--- src/rtl/razor_recovery_ctrl_if.sv ---
// Bundle between the Razor recovery sequencer and the pipeline: per-stage error/PC in,
// flush/stall/PC-restore controls and status out. master = sequencer, slave = pipeline side.
interface razor_recovery_ctrl_if #(
    parameter int NSTAGE = 4,
    parameter int CNT_W  = 16
);
    logic [NSTAGE-1:0]    err_stage;
    logic [NSTAGE*32-1:0] pc_stage;
    logic [NSTAGE-1:0]    flush;
    logic                 stall;
    logic                 pc_sel;
    logic [31:0]          pc_restore;
    logic                 busy;
    logic                 halt;
    logic [CNT_W-1:0]     err_count;

    modport master (
        input  err_stage, pc_stage,
        output flush, stall, pc_sel, pc_restore, busy, halt, err_count
    );

    modport slave (
        output err_stage, pc_stage,
        input  flush, stall, pc_sel, pc_restore, busy, halt, err_count
    );
endinterface

--- src/rtl/razor_recovery_ctrl.sv ---
// Razor recovery sequencer: flush oldest faulting stage and younger, restore PC, watch replay, halt after MAX_RETRY failures.
// Optional macro RAZOR_RECOVERY_STATS_EN implements err_count; otherwise err_count is tied to 0.
module razor_recovery_ctrl #(
    parameter int NSTAGE        = 4,
    parameter int REPLAY_CYCLES = 3,
    parameter int MAX_RETRY     = 3,
    parameter int CNT_W         = 16
) (
    input  logic                  clk,
    input  logic                  reset,
    razor_recovery_ctrl_if.master bus
);
    localparam int RW = $clog2(REPLAY_CYCLES + 1);
    localparam int TW = $clog2(MAX_RETRY + 1);

    typedef enum logic [2:0] {
        S_IDLE,
        S_FLUSH,
        S_RESTORE,
        S_REPLAY,
        S_HALT
    } state_t;

    state_t            r_state;
    state_t            w_state_nxt;
    logic [NSTAGE-1:0] r_kmask;
    logic [NSTAGE-1:0] w_kmask;
    logic [31:0]       r_pc_restore;
    logic [31:0]       w_pc_new;
    logic [RW-1:0]     r_replay_cnt;
    logic [TW-1:0]     r_retry;
    logic [TW-1:0]     w_retry_inc;
    logic              w_any_err;
    logic              w_retry_exhausted;
    logic              w_replay_done;
    logic              w_accept;
    logic [NSTAGE-1:0] w_flush;
    logic              w_stall;
    logic              w_pc_sel;
    logic              w_busy;
    logic              w_halt;

    // Mask bit i is set when any stage at or above i faulted, giving bits 0..k for oldest k.
    always_comb begin
        logic acc;
        acc      = 1'b0;
        w_kmask  = '0;
        w_pc_new = '0;
        for (int i = NSTAGE - 1; i >= 0; i--) begin
            acc        = acc | bus.err_stage[i];
            w_kmask[i] = acc;
        end
        for (int i = 0; i < NSTAGE; i++) begin
            if (bus.err_stage[i]) w_pc_new = bus.pc_stage[32*i +: 32];
        end
    end

    assign w_any_err         = |bus.err_stage;
    assign w_retry_inc       = r_retry + TW'(1);
    assign w_retry_exhausted = (w_retry_inc == TW'(MAX_RETRY));
    assign w_replay_done     = (r_replay_cnt <= RW'(1));
    assign w_accept          = w_any_err &&
                               ((r_state == S_IDLE) ||
                                ((r_state == S_REPLAY) && !w_retry_exhausted));

    always_ff @(posedge clk) begin
        if (reset) r_state <= S_IDLE;
        else       r_state <= w_state_nxt;
    end

    // Errors are deliberately not examined in FLUSH/RESTORE: flushed registers can misreport.
    always_comb begin
        w_state_nxt = r_state;
        case (r_state)
            S_IDLE:    if (w_any_err) w_state_nxt = S_FLUSH;
            S_FLUSH:   w_state_nxt = S_RESTORE;
            S_RESTORE: w_state_nxt = S_REPLAY;
            S_REPLAY: begin
                if (w_any_err)          w_state_nxt = w_retry_exhausted ? S_HALT : S_FLUSH;
                else if (w_replay_done) w_state_nxt = S_IDLE;
            end
            S_HALT:    w_state_nxt = S_HALT;
            default:   w_state_nxt = S_IDLE;
        endcase
    end

    always_comb begin
        w_flush  = '0;
        w_stall  = 1'b0;
        w_pc_sel = 1'b0;
        w_busy   = 1'b1;
        w_halt   = 1'b0;
        case (r_state)
            S_IDLE:    w_busy = 1'b0;
            S_FLUSH: begin
                w_flush = r_kmask;
                w_stall = 1'b1;
            end
            S_RESTORE: w_pc_sel = 1'b1;
            S_REPLAY:  w_busy = 1'b1;
            S_HALT: begin
                w_flush = '1;
                w_stall = 1'b1;
                w_halt  = 1'b1;
            end
            default:   w_busy = 1'b0;
        endcase
    end

    always_ff @(posedge clk) begin
        if (reset) begin
            r_kmask      <= '0;
            r_pc_restore <= '0;
            r_replay_cnt <= '0;
            r_retry      <= '0;
        end else begin
            if (w_accept) begin
                r_kmask      <= w_kmask;
                r_pc_restore <= w_pc_new;
            end
            case (r_state)
                S_RESTORE: r_replay_cnt <= RW'(REPLAY_CYCLES);
                S_REPLAY: begin
                    if (r_replay_cnt != '0) r_replay_cnt <= r_replay_cnt - RW'(1);
                    if (w_any_err)          r_retry <= w_retry_inc;
                    else if (w_replay_done) r_retry <= '0;
                end
                default: ;
            endcase
        end
    end

    assign bus.flush      = w_flush;
    assign bus.stall      = w_stall;
    assign bus.pc_sel     = w_pc_sel;
    assign bus.busy       = w_busy;
    assign bus.halt       = w_halt;
    assign bus.pc_restore = r_pc_restore;

`ifdef RAZOR_RECOVERY_STATS_EN
    logic [CNT_W-1:0] r_err_count;

    always_ff @(posedge clk) begin
        if (reset)                               r_err_count <= '0;
        else if (w_accept && (r_err_count != '1)) r_err_count <= r_err_count + CNT_W'(1);
    end

    assign bus.err_count = r_err_count;
`else
    assign bus.err_count = {CNT_W{1'b0}};
`endif
endmodule

--- src/flat_wrapper.sv ---
// flat-port wrapper written by rule: the top's interface ports become plain ports
module razor_recovery_ctrl_flat 
#(
    parameter int NSTAGE        = 4,
    parameter int REPLAY_CYCLES = 3,
    parameter int MAX_RETRY     = 3,
    parameter int CNT_W         = 16
)
  (clk, reset, bus_err_stage, bus_pc_stage, bus_flush, bus_stall, bus_pc_sel, bus_pc_restore, bus_busy, bus_halt, bus_err_count);
  razor_recovery_ctrl_if #(.NSTAGE(NSTAGE), .CNT_W(CNT_W)) bus_i ();
  input  logic clk;
  input  logic reset;
  input wire logic [$bits(bus_i.err_stage)-1:0] bus_err_stage;
  input wire logic [$bits(bus_i.pc_stage)-1:0] bus_pc_stage;
  output wire logic [$bits(bus_i.flush)-1:0] bus_flush;
  output wire logic [$bits(bus_i.stall)-1:0] bus_stall;
  output wire logic [$bits(bus_i.pc_sel)-1:0] bus_pc_sel;
  output wire logic [$bits(bus_i.pc_restore)-1:0] bus_pc_restore;
  output wire logic [$bits(bus_i.busy)-1:0] bus_busy;
  output wire logic [$bits(bus_i.halt)-1:0] bus_halt;
  output wire logic [$bits(bus_i.err_count)-1:0] bus_err_count;
  assign bus_i.err_stage = bus_err_stage;
  assign bus_i.pc_stage = bus_pc_stage;
  assign bus_flush = bus_i.flush;
  assign bus_stall = bus_i.stall;
  assign bus_pc_sel = bus_i.pc_sel;
  assign bus_pc_restore = bus_i.pc_restore;
  assign bus_busy = bus_i.busy;
  assign bus_halt = bus_i.halt;
  assign bus_err_count = bus_i.err_count;
  razor_recovery_ctrl #(.NSTAGE(NSTAGE), .REPLAY_CYCLES(REPLAY_CYCLES), .MAX_RETRY(MAX_RETRY), .CNT_W(CNT_W)) u_core (.clk(clk), .reset(reset), .bus(bus_i));
endmodule
--- config.mk ---
export PLATFORM = sky130hd
export DESIGN_NAME = razor_recovery_ctrl_flat
export DESIGN_NICKNAME = d
export VERILOG_FILES = /design/src/rtl/razor_recovery_ctrl_if.sv /design/src/rtl/razor_recovery_ctrl.sv /design/src/flat_wrapper.sv
export SDC_FILE = /design/constraint.sdc
export NUM_CORES = 1
export LEC_CHECK = 0
export ABC_AREA = 1
export CAP_MARGIN = 20
export CORE_UTILIZATION = 30
export CTS_BUF_LIST = sky130_fd_sc_hd__clkbuf_4
export DETAILED_ROUTE_END_ITERATION = 6
export PLACE_DENSITY_LB_ADDON = 0.08
export SYNTH_ARGS = -nofsm -noshare
export SYNTH_HDL_FRONTEND = slang
export SYNTH_SLANG_ARGS = --single-unit
--- constraint.sdc ---
create_clock -name clk -period 1.25 [get_ports clk]
set_input_delay 0.375 -clock clk [delete_from_list [all_inputs] [get_ports clk]]
set_output_delay 0.375 -clock clk [all_outputs]
set_load 0.01 [all_outputs]
==> reports/summary.txt <==
Worst setup path category -> flip-flop to primary output
Drt drc -> 0
Worst EP required -> 880 ps
Critical path data arrival time -> 1320 ps
Ys flop type -> dfxtp_1
Synthesis warning total -> 0
Total clock sinks -> 43
Failing checks -> negative setup slack
CTS tree -> done
Grt total ovfl -> 0
Cell Pwr Density -> 816 nW/µm²
Synth Instances -> 470
Syn Area/Cell -> 6.21 µm²
Worst-path clk slew -> 130 ps
Period utilisation layout -> 135%
Final instance area -> 5850 µm²
Final layout net count -> 826
Layout overhead on the synthesized area -> 101%
Syn Std Cell Area -> 2920 µm²
Worst hold path class -> flip-flop to flip-flop
Clock Tree Buf Depth -> 2
Die ar. -> 10100 µm²
Vias -> 3807
Cell depth of the worst flop-to-flop path -> 11
Post-synthesis cell type count -> 24
Final GP Congestion -> 0.755
ANT cells -> 0
Worst-path maximum fanout -> 3
Leak -> 2.62 nW
Setup-failing EPs final -> 51
Placed Area -> 5000 µm²
First-pass GRT wire length -> 18200 µm
FMAX -> 591 MHz
Status -> finished with violations
Tmin final -> 1690 ps
Number of synthesized flops with an enable pin -> 0
Io pins -> 190
Final setup margin -> -443 ps
Core Rows -> 35
Via density -> 4.65
Sum of negative setup slack -> -15540 ps
Later-pin clock latency in the skew report -> 350 ps
Drt wl/cell -> 14.9 µm
Largest net degree at the start of global routing -> 23
Antenna violations before repair -> 0
Proportion of layout cells with a drive suffix above 1 -> 32.6%
RSZ-0062 raised after global routing -> yes
Setup crit start kind -> flip-flop
# hold bufs at CTS -> 0
Core ar. -> 9330 µm²
Die width -> 101 µm
Dpl hpwl -> 7590 µm
#FFs+latches synth -> 43
Die Ht -> 101 µm
Async SR Flop Fraction -> 0%
Vias in the first global route -> 3597
Seq/Total Area, Yosys -> 29.5%
Slew Viols, Final -> 0
Final Hold Viols -> 0
First-pass DRT Iterations -> 4
Total power -> 4.78 mW
Iteration-0 DRC Markers -> 129
Worst vdd ir -> 0.465 mV
Hold Path Depth -> 2
Final Routed Wirelength -> 12200 µm
CTS H-tree lvls -> 2
Num CTS Buffers -> 5
Layout Skew -> 15.1 ps
Starting Density -> 31.3%
Buffers on Ports -> 173
Root Buffer -> clkbuf_4
# fillers -> 881
Worst setup EP type -> primary output
Final ANT Viol Nets -> 0
Overall Global Routing Usage -> 23.7%
Max cap viols -> 0
[stage by stage]
step / setup slack (ps) / util [%] / hold slack, ps / cells
after floorplan: 4.96 / - / 437 / 485
after global placement: -622 / 53.6 / 449 / 779
after detailed placement: -686 / 53.6 / 457 / 779
after CTS: -440 / 59.2 / 493 / 809
after global routing: -513 / 62.7 / 501 / 819
final: -443 / 62.7 / 509 / 819
[power by group]
group	internal, mW	total, mW	switching (mW)
logic	1.28	2.41	1.13
registers	1.57	1.66	0.0867
clock network	0.263	0.711	0.447
total	3.11	4.78	1.67
[final cells by class]
class	instances	area [µm²]	area share, %
Clock buffer	7	52.6	0.898
Tap cell	129	161	2.76
Inverter	22	103	1.75
Multi-Input combinational cell	375	2050	35.0
Timing Repair inverter	6	77.6	1.33
Clock inverter	1	5.00	0.0855
Sequential cell	43	913	15.6
Timing Repair Buffer	236	2490	42.6
[path summary, 6_finish.rpt]
| kind | from | endpoint | slack, ps |
|---|---|---|---|
| hold reg to reg | u_core.r_retry[1]$_SDFFE_PP0P_ | u_core.r_retry[1]$_SDFFE_PP0P_ | 510 |
| setup / recovery | u_core.r_state[1]$_SDFFE_PP0P_ | bus_busy | -440 |
| hold / removal | u_core.r_retry[1]$_SDFFE_PP0P_ | u_core.r_retry[1]$_SDFFE_PP0P_ | 510 |
| setup reg to reg | u_core.r_state[1]$_SDFFE_PP0P_ | u_core.bus.pc_restore[11]$_SDFFE_PP0P_ | -410 |
[placed cells by master, fill, tap and decap left out, types with 2 or more instances in the layout]
| master | instances |
|---|---|
| conb_1 | 16 |
| nand3_1 | 5 |
| dfxtp_2 | 33 |
| buf_16 | 3 |
| nor2_4 | 23 |
| nor2_2 | 14 |
| inv_1 | 13 |
| buf_2 | 24 |
| bufbuf_16 | 4 |
| inv_8 | 4 |
| inv_4 | 3 |
| a21oi_2 | 3 |
| ha_1 | 2 |
| nand3b_1 | 32 |
| nand2_1 | 112 |
| dfxtp_4 | 3 |
| o21ai_2 | 4 |
| nand3_2 | 2 |
| a21oi_1 | 34 |
| o22ai_1 | 32 |
| inv_12 | 2 |
| nor2_1 | 77 |
| nand2_2 | 7 |
| clkdlybuf4s50_1 | 129 |
| clkbuf_16 | 2 |
| inv_2 | 5 |
| buf_12 | 10 |
| buf_6 | 33 |
| clkbuf_4 | 7 |
| dlygate4sd2_1 | 4 |
| nand2_4 | 3 |
| buf_4 | 26 |
| dfxtp_1 | 7 |
[kinds of logic after synthesis]
| kind of cell | after synthesis | synth area share [%] |
|---|---|---|
| adder cells (fa/ha/maj) | 3 | 1.29 |
| other | 1 | 0.129 |
| flip-flops | 43 | 29.5 |
| buffers and inverters | 67 | 12.6 |
| AND/OR/NAND/NOR | 280 | 42.0 |
| AO/OA/AOI/OAI | 76 | 14.5 |
[worst max-delay path: stages (launching register included)]
cell and delay, ps:
dfxtp_4 380, buf_6 110, buf_6 110, nand3_1 130, nand3_2 90, buf_2 140
[cell usage after synthesis, drive strengths merged (2+ instances only)]
cell type  number  share of area, %
o22ai          32               6.9
or2             2              0.43
nand3b         32               8.2
o21ai           5              0.86
nor2          114                15
dfxtp          43                30
nand2         123                16
nand3           8               1.8
ha              3               1.3
clkbuf          6              0.77
inv            22               2.9
buf            39               8.9
a21oi          38               6.5
[flip-flops by register name, indices dropped and copies added, names as in the netlist]
name / count
u_core.r_replay_cnt: 2
u_core.bus.pc_restore: 32
u_core.r_retry: 2
u_core.r_kmask: 4
u_core.r_state: 3
[metal layers]
| metal | GRT usage [%] | part of all wire, % |
|---|---|---|
| met1 | 29.0 | 43 |
| met2 | 41.7 | 50 |
| met5 | 0 | 0 |
| met3 | 4.79 | 5.9 |
| met4 | 6.91 | 1.3 |
[timing repair]
item | CTS | global route
gates cloned | 12 | 3
buffers inserted | 10 | 8
setup endpoints to repair | 81 | 68
pin swaps | 37 | 20
resized for setup | 277 | 60
hold endpoints to repair | 0 | 0
(Power assumes the default switching activity.)
